==> config.mk <==
export PLATFORM = sky130hd
export DESIGN_NAME = icache_fill_ctrl
export DESIGN_NICKNAME = d
export VERILOG_FILES = /design/src/rtl/icache_fill_ctrl.sv
export SDC_FILE = /design/constraint.sdc
export NUM_CORES = 1
export LEC_CHECK = 0
export CORE_UTILIZATION = 48
export CTS_BUF_LIST = sky130_fd_sc_hd__clkbuf_4
export CTS_CLUSTER_SIZE = 16
export DETAILED_ROUTE_END_ITERATION = 16
export PLACE_DENSITY = 0.76
export SYNTH_ARGS = -nofsm -noshare
export SYNTH_HDL_FRONTEND = slang
export SYNTH_SLANG_ARGS = --single-unit
==> constraint.sdc <==
create_clock -name clk -period 2.5 [get_ports clk]
set_input_delay 0.25 -clock clk [delete_from_list [all_inputs] [get_ports clk]]
set_output_delay 0.25 -clock clk [all_outputs]
set_load 0.03 [all_outputs]
==> src/rtl/icache_fill_ctrl.sv <==
// icache_fill_ctrl: refills one cache line from a byte-wide RAM and hands it back as a single pulse.
module icache_fill_ctrl #(
    parameter int ADDR_W      = 32,
    parameter int BLOCK_BYTES = 16
) (
    input  logic                     clk,
    input  logic                     rst,
    input  logic                     rdy,
    input  logic                     req,
    input  logic [ADDR_W-1:0]        block_addr,
    output logic                     fill_valid,
    output logic [8*BLOCK_BYTES-1:0] fill_data,
    output logic                     busy,
    output logic [ADDR_W-1:0]        mem_a,
    output logic                     mem_wr,
    input  logic [7:0]               mem_din
);
    localparam int OW = $clog2(BLOCK_BYTES);
    localparam int CW = OW + 1;
    localparam int LW = 8 * BLOCK_BYTES;

    typedef enum logic [1:0] {IDLE, READ, DONE} state_t;

    state_t            state, state_nx;
    logic [ADDR_W-1:0] base, aligned;
    logic [CW-1:0]     icnt, rcnt;
    logic              pend, cap, last;
    logic [LW-1:0]     line;

    assign aligned    = block_addr & ~ADDR_W'(BLOCK_BYTES - 1);
    assign busy       = state != IDLE;
    assign fill_valid = state == DONE;
    assign mem_wr     = 1'b0;

    // pend marks that the previous READ cycle issued an address, so mem_din now holds its byte
    always_comb begin
        cap      = state == READ && req && pend;
        last     = cap && rcnt == CW'(BLOCK_BYTES - 1);
        state_nx = state;
        case (state)
            IDLE:    state_nx = req ? READ : IDLE;
            READ:    state_nx = !req ? IDLE : (last ? DONE : READ);
            DONE:    state_nx = IDLE;
            default: state_nx = IDLE;
        endcase
    end

    always_ff @(posedge clk) begin
        if (!rst)
            state <= IDLE;
        else if (rdy)
            state <= state_nx;
    end

    always_ff @(posedge clk) begin
        if (!rst) begin
            base      <= '0;
            mem_a     <= '0;
            icnt      <= '0;
            rcnt      <= '0;
            pend      <= 1'b0;
            line      <= '0;
            fill_data <= '0;
        end else if (rdy) begin
            if (state == IDLE && req) begin
                base  <= aligned;
                mem_a <= aligned;
                icnt  <= CW'(1);
                rcnt  <= '0;
                pend  <= 1'b0;
                line  <= '0;
            end else if (state == READ && req) begin
                pend <= 1'b1;
                if (icnt < CW'(BLOCK_BYTES)) begin
                    mem_a <= base + ADDR_W'(icnt);
                    icnt  <= icnt + CW'(1);
                end
                if (cap) begin
                    line[{rcnt[OW-1:0], 3'b000} +: 8] <= mem_din;
                    rcnt <= rcnt + CW'(1);
                end
                // the final byte goes straight into fill_data so the line is ready in DONE
                if (last)
                    fill_data <= {mem_din, line[LW-9:0]};
            end
        end
    end
endmodule

* After elaboration in Yosys (flattened, before gate mapping) *
Index checks and enable logic that the tools add are counted.

storage, ports and cells
  bits in registers = 329
  bits of input ports = 44
  output and inout port bits = 163
  word-level logic and storage cells = 52

cells by class
  $add $sub $neg = 4
  $lt $le $gt $ge = 1
  eq/ne operators = 3
  shift-type cells = 2
  mux-type cells = 19
  bitwise operators = 1
  reductions and logical operators = 14

operators by type and width
  kind                                                                     count
  128-bit 2-to-1 mux                                                       3
  128-bit bitwise mux                                                      1
  8-bit by 9-bit variable shift with 128-bit output, first input constant  1
  8-bit by 9-bit variable part select with 128-bit output                  1
  32-bit 2-to-1 mux                                                        3
  32-bit by 5-bit adder with 32-bit output                                 1
  5-bit 2-to-1 mux                                                         6
  5-bit by 1-bit adder with 5-bit output, second input constant            2
  7-bit negation with 9-bit output                                         1
  2-bit nonzero test                                                       4
  3-bit AND reduction                                                      2
  5-bit by 4-bit == test with 1-bit output, second input constant          1
  5-bit less-than comparator, second input constant                        1
  1-bit logical AND                                                        4
  2-bit 2-to-1 mux                                                         2
  2-bit case mux with 2 select lines                                       1
  2-bit AND reduction                                                      2
  4-bit AND reduction                                                      1
  1-bit 2-to-1 mux                                                         3
  2-bit by 1-bit == test with 1-bit output, second input constant          1
  2-bit == test, second input constant                                     1
  2-bit logical NOT                                                        1
  1-bit inverter                                                           1

* Longest topological paths before layout *
Gate-level depths: netlist (run 1).

  word-level depth = 7
  gate-level depth with buffers = 10
  mapped depth without buffers = 7

* Worst setup path after synthesis (run 1) *
No wires, ideal clock.

  path kind = reg-to-reg
  start point = register rcnt[0]
  end point = register line[100]
  library setup time = 0.124 ns
  arrival time = 2.490 ns
  required time = 2.376 ns
  setup slack = -0.114 ns
  stages on the path, launching flop included = 9
  buffers on the path = 2
  period minus slack after synthesis = 2.614 ns
  cell sequence = dfxtp_1 > clkbuf_1 > inv_1 > ha_1 > clkbuf_1 > or3b_2 > a2111oi_0 > o22ai_1 > o2bb2ai_1

between the ends
  cells in the longest elaborated chain, start to end = 6
  elaborated cells on any way between the ends = 7
  those cells by class = add/sub (1); shift (2); mux (4)

RTL lines
  item                                                                                                                          line  source
  start: declaration                                                                                                            26    logic [CW-1:0] icnt, rcnt;
  start signal: assignment                                                                                                      80    rcnt <= rcnt + CW'(1);
  7-bit negation with 9-bit output *                                                                                            79    line[{rcnt[OW-1:0], 3'b000} +: 8] <= mem_din;
  8-bit by 9-bit variable part select with 128-bit output or 8-bit by 9-bit variable shift with 128-bit output (tied branches)  79
  128-bit bitwise mux *                                                                                                         79
  128-bit 2-to-1 mux *                                                                                                          78    if (cap) begin
  128-bit 2-to-1 mux *                                                                                                          72    end else if (state == READ && req) begin
  128-bit 2-to-1 mux *                                                                                                          65    if (state == IDLE && req) begin
  end signal: indexed assignment                                                                                                79
  end: declaration                                                                                                              28    logic [LW-1:0] line;

Mark *: on every way between the ends. The rest lies on a longest branch, timed or not. The select of a mux whose other input is x is not followed.
A chain may end at the register's enable or synchronous reset.

* Worst setup path in the final report (run 1) *
  start point = register rcnt[0]
  end point = register line[39]

The elaborated chain is that of the path after synthesis.

==> results.cfg, run 1 <==
[grt]
antenna_found_initial = 1
overflow = 0
grt_pass1_wl_um = 57500
grt_usage_pct = 26.9
grt_pass1_vias = 11100
grt_max_degree = 82

[clocking]
cts_root_buf = clkbuf_4
cts_tree = built
cts_sinks = 321
cts_setup_buffers = 0
cts_buffers = 82
clock_path_buffers = 3
cts.clk_slew.worst_paths_ns = 0.07
htreeDepth = 3
ctsHoldBuffers = 0
clk-insertion-delay-late_ns = 0.71

[route]
drc = 0
num_vias = 11900
wl_per_cell_um = 17.5
first_pass_iters = 8
via_per_inst = 5.67
drt-total-wl_um = 36700
ant_nets = 0
drt_iter0_drc = 1174

[timing]
slew_headroom_pct = 38.0
tns_ns = 0
period_share_pct = 98.2
min_period_ns = 2.46
slew_viol_final = 0
worstMarginPinSlew_ns = 0.925
worst_slack_ns = 0.0443
rsz0062_at_grt = no
fmax_mhz = 407
finClkSkew_ns = 0.0560
hold_viol_final = 0
setup_viol = 0

[setup_path]
reg2reg_from = rcnt[0]
endpoint_kind = flop
arrival_ns = 2.98
cp.required_ns = 3.02
crit_start = rcnt[0]
critPathLaunchType = flop
critPathKind = flop to flop
crit_fanout = 10

[logic_synthesis]
syn_avg_cell_area_um2 = 8.51
seq_area_frac_synth_pct = 51.0
syn_nets = 1534
yosys_warnings = 0
synth_ff_type = dfxtp_1
synthCells = 1482
ys_ff_latch = 321
syn-cell-area_mm2 = 0.0126
synth.distinct_cells = 72
synth_edf_count = 0
synthArstFlopShare_pct = 0

[place]
place.gp.congestion = 0.908
dpl.hpwl_um = 23900
dp_worst_setup_slack_ns = 0.125
dp_cells = 1966
placed_area_mm2 = 0.0151
portBuffers = 201

[finish]
final_cell_count_no_fill = 2096
layout-drive-gt1-share_pct = 12.1
final_nets = 1772
finalInstanceArea_mm2 = 0.0161
layout_common_cells = 374 x nand2_1, 321 x dfxtp_1, 200 x clkdlybuf4s50_1
syn2layout_area_growth_pct = 28.0
layout_commonest_cell = nand2_1
final_core_util_pct = 63.4

[hold_path]
hold_class = input port to flop
hold_start = block_addr[15]

[floorplan]
die_y_um = 164
die_area_mm2 = 0.0269
io_pins = 207
die_w_um = 164
core_mm2 = 0.0255
std_cell_rows = 58
initial_utilization_pct = 49.5

[power_and_ir_drop]
cellPowerDensity_mw_per_mm2 = 629
peakVddDrop_mv = 0.326
power.leakage_uw = 0.00560

[flow_run]
max-cap-violations = 0

[run_status]
status = completed
==> cell usage after synthesis (16+ instances only) <==
cell type,count,area (um2)
nand2_1,374,1400
dfxtp_1,321,6430
a21oi_1,181,906
clkbuf_1,71,267
nor2_1,60,225
nand3_1,48,240
inv_1,35,131
a22o_1,26,228
o2bb2ai_1,25,219
buf_2,23,115
nand4_1,19,119
o21ai_0,19,95.1
o211ai_1,17,128
o22a_1,16,140
==> critical path, cell delays in order (launching register included) <==
cell and delay [ns]:
dfxtp_1 0.42, inv_1 0.09, ha_1 0.44, nor2_1 0.46
nand4_1 0.46, o211ai_1 0.33, a21oi_1 0.10
==> cells by family (layout without fill, tap and decap cells) <==
| kind of cell | after synthesis | count (layout) | share of synthesized area, % |
|---|---|---|---|
| AOI/OAI and AO/OA | 378 | 378 | 19.8 |
| adders and majority gates | 8 | 8 | 0.794 |
| DFF | 321 | 321 | 51.0 |
| xor gates and xnor gates | 17 | 17 | 1.18 |
| muxes | 14 | 14 | 1.11 |
| and+or+nand+nor | 596 | 596 | 21.3 |
| buffers and inverters | 147 | 429 | 4.80 |
| other | 1 | 3 | 0.0297 |
==> per-layer routing <==
metal / GRT usage [%] / part of all wire, %
met5: 0 / 0
met4: 11.0 / 2.8
met3: 4.62 / 7.5
met2: 43.4 / 47
met1: 35.6 / 43
==> power breakdown <==
part / switching, uW / internal, uW / total [uW]
Clock: 2030 / 2310 / 4340
Sequential: 52.4 / 5160 / 5220
Combinational: 382 / 210 / 592
==> cell type report <==
type                       instances  area [um2]
antenna                            2        5.00
clock buffer                     116         871
clock inverter                    12         110
fill                            2170        9330
inverter                          35         136
multi-input combinational       1014        5620
sequential                       321        6430
tap                              330         413
timing repair buffer             266        2560
==> stage by stage <==
stage          power, uW  hold WS [ns]
2_1_floorplan       5640         0.376
3_3_place_gp        5900         0.438
3_5_place_dp        5910         0.443
4_1_cts            10200        0.0666
5_1_grt            10600         0.120
6_report           10100         0.102
==> worst paths after layout <==
check	endpoint	slack (ns)	depth (start not counted)
worst max-delay path	line[39]	0.04	6
worst min register to register	fill_data[32]	0.43	2
worst max register to register	line[39]	0.04	6
worst min-delay path	base[15]	0.10	3
==> state kept, by name, indices dropped and copies added, names as in the netlist <==
name	count
line	120
rcnt	5
mem_a	32
pend	1
icnt	5
state	2
fill_data	128
base	28
==> what timing repair did <==
| action | 4_1_cts | 5_1_grt |
|---|---|---|
| gates resized for setup | 0 | 2 |
| hold endpoints to repair | 0 | 0 |
| setup endpoints to repair | 0 | 8 |
Note: power is estimated with default switching activity, not from simulation.
==> run 2, diff against run 1 <==
Settings changed: CORE_UTILIZATION 48 to 50, GPL_TIMING_DRIVEN set to 0, PLACE_DENSITY 0.76 to 0.79.
==> run 2 against run 1 <==
- the flow now finishes with violations (negative setup slack)
- die area is 4.0% lower
- non-clock buffer count grew 48
- setup slack worse by 0.059 ns
- first-iteration DRC count fell by 1.8%
- global-route usage increased by 3.7 points
- count of clock-buffer cells in the layout is 8 lower
- critical path depth unchanged
- sequential share of layout area down 0.19 points
- hold slack improved by 0.015 ns
- critical path type is now input port to flop
- highest routed layer unchanged
==> results.cfg, run 2 (same netlist as run 1, synthesis figures left out) <==
[run_status]
status = finished, violations left
violations = negative setup slack

[timing]
fmax_mhz = 398
hold_viol_final = 0
whs_ns = 0.117
setup_viol = 1
worst_slack_ns = -0.0144
min_period_ns = 2.51
rsz0062_at_grt = yes
period_share_pct = 101
tns_ns = -0.0144
slew_viol_final = 0
slew_headroom_pct = 31.4
finClkSkew_ns = 0.0460
worstMarginPinSlew_ns = 1.03

[floorplan]
std_cell_rows = 57
die_w_um = 161
core_mm2 = 0.0245
die_y_um = 161
io_pins = 207
die_area_mm2 = 0.0259
initial_utilization_pct = 51.4

[route]
drt_iter0_drc = 1153
first_pass_iters = 8
drc = 0
via_per_inst = 5.82
num_vias = 12400
ant_nets = 0
wl_per_cell_um = 18.9
drt-total-wl_um = 40400

[finish]
fillers = 2074
top_register = fill_data
layout_commonest_cell = nand2_1
largest_reg_flops = 128
final_nets = 1818
regArea_mm2 = 0.00643
layout-drive-gt1-share_pct = 11.8
reg.largest.list = fill_data: 128 flops, line: 120 flops, mem_a: 32 flops
multi_input_area_mm2 = 0.00574
syn2layout_area_growth_pct = 28.7
layout_common_cells = 373 x nand2_1, 318 x dfxtp_1, 199 x clkdlybuf4s50_1

[setup_path]
critPathLaunchType = input port
arrival_ns = 3.06
cp.required_ns = 3.04
endpoint_kind = flop
crit_fanout = 10
r2r.worst_path.cells = 8
critPathKind = input port to flop
worst_path_most_repeated_cell = clkbuf_1
critical-path-max-stage-delay_ns = 0.82
cp_cell_sequence = clkdlybuf4s50_1, inv_1, clkbuf_1, clkbuf_1, clkbuf_1, o22ai_1
slowest_stage = clkbuf_1

[place]
dpl.hpwl_um = 28200
portBuffers = 201
place.gp.congestion = 0.952

[grt]
antenna_found_initial = 1
met1_usage_pct = 39.4
overflow = 0
met3_usage_pct = 5.68
grt_pass1_vias = 11700
grt_usage_pct = 30.7
grt_pass1_wl_um = 62300
grt-busiest-layer = met2
met2_usage_pct = 49.3
grt_max_degree = 13

[power_and_ir_drop]
power.leakage_uw = 0.00562
cellPowerDensity_mw_per_mm2 = 627
peakVddDrop_mv = 0.381

[clocking]
clock_path_buffers = 3
cts_root_buf = clkbuf_4
cts_sinks = 321
htreeDepth = 3
cts_buffers = 80
clk-insertion-delay-late_ns = 0.71
cts.clk_slew.worst_paths_ns = 0.06
cts_tree = built

[hold_path]
hold_class = input port to flop
hold_depth = 3

[flow_run]
max-cap-violations = 0
## run 2: cell types whose count changed in the layout (fill, tap and decap cells not counted), sizes merged
cell,previous run,this run
buf,66,40
bufinv,2,3
clkbuf,116,181
clkdlybuf4s50,200,199
clkinv,6,10
diode,2,1
dlygate4sd2,0,1
dlymetal6s2s,0,1
inv,37,35
## run 2: layout make-up
| cell class | instances | share of cell area (%) |
|---|---|---|
| flip-flops and latches | 321 | 39.6 |
| plain buffers | 110 | 3.20 |
| diodes | 1 | 0.0154 |
| clock buffers | 108 | 4.99 |
| well taps | 324 | 2.50 |
| inverters | 35 | 0.832 |
| multi-input cells | 1014 | 35.4 |
| repair buffers | 204 | 12.5 |
| clock inverters | 15 | 0.917 |
## run 2: per-layer routing
| metal | up-vias | routed length [um] |
|---|---|---|
| met3 | 124 | 3450 |
| met5 | - | 0 |
| met1 | 5838 | 16600 |
| met2 | 642 | 18600 |
| met4 | 0 | 1760 |
| li1 | 5797 | - |
## run 2: power breakdown
group / leakage [uW] / internal, uW / switching [uW]
clock: 0.000564 / 2290 / 2050
sequential: 0.00259 / 5160 / 48.0
combinational: 0.00246 / 204 / 423
## run 2: final timing paths
| check | startpoint | to | slack, ns |
|---|---|---|---|
| worst max-delay path | rst | mem_a[17] | -0.01 |
| worst max register to register | rcnt[0] | line[96] | 0.02 |
| worst min register to register | line[18] | fill_data[18] | 0.42 |
| worst min-delay path | block_addr[17] | base[17] | 0.12 |
## run 2: per-stage QoR
| step | std cells | total power [uW] | setup WS, ns | area, um2 | util (%) |
|---|---|---|---|---|---|
| after floorplan | 1482 | 5640 | 0.0180 | 12600 | - |
| after global placement | 2007 | 5910 | -0.599 | 15000 | 61.3 |
| after detailed placement | 2007 | 5920 | -0.584 | 15000 | 61.3 |
| after CTS | 2130 | 10200 | -0.0134 | 16100 | 65.5 |
| after global routing | 2132 | 10500 | -0.0485 | 16200 | 66.2 |
| final | 2132 | 10200 | -0.0144 | 16200 | 66.2 |
## run 2: what timing repair did
item,4_1_cts,5_1_grt
buffers inserted,1,2
setup endpoints to repair,242,241
hold buffers,0,0
gates resized for setup,28,58
pin swaps,1,3
## run 2: worst max-delay path: cells and delay by family
family / cells / cell delay, ns
AOI/OAI and AO/OA: 1 / 0.15
buffers and inverters: 5 / 2.65
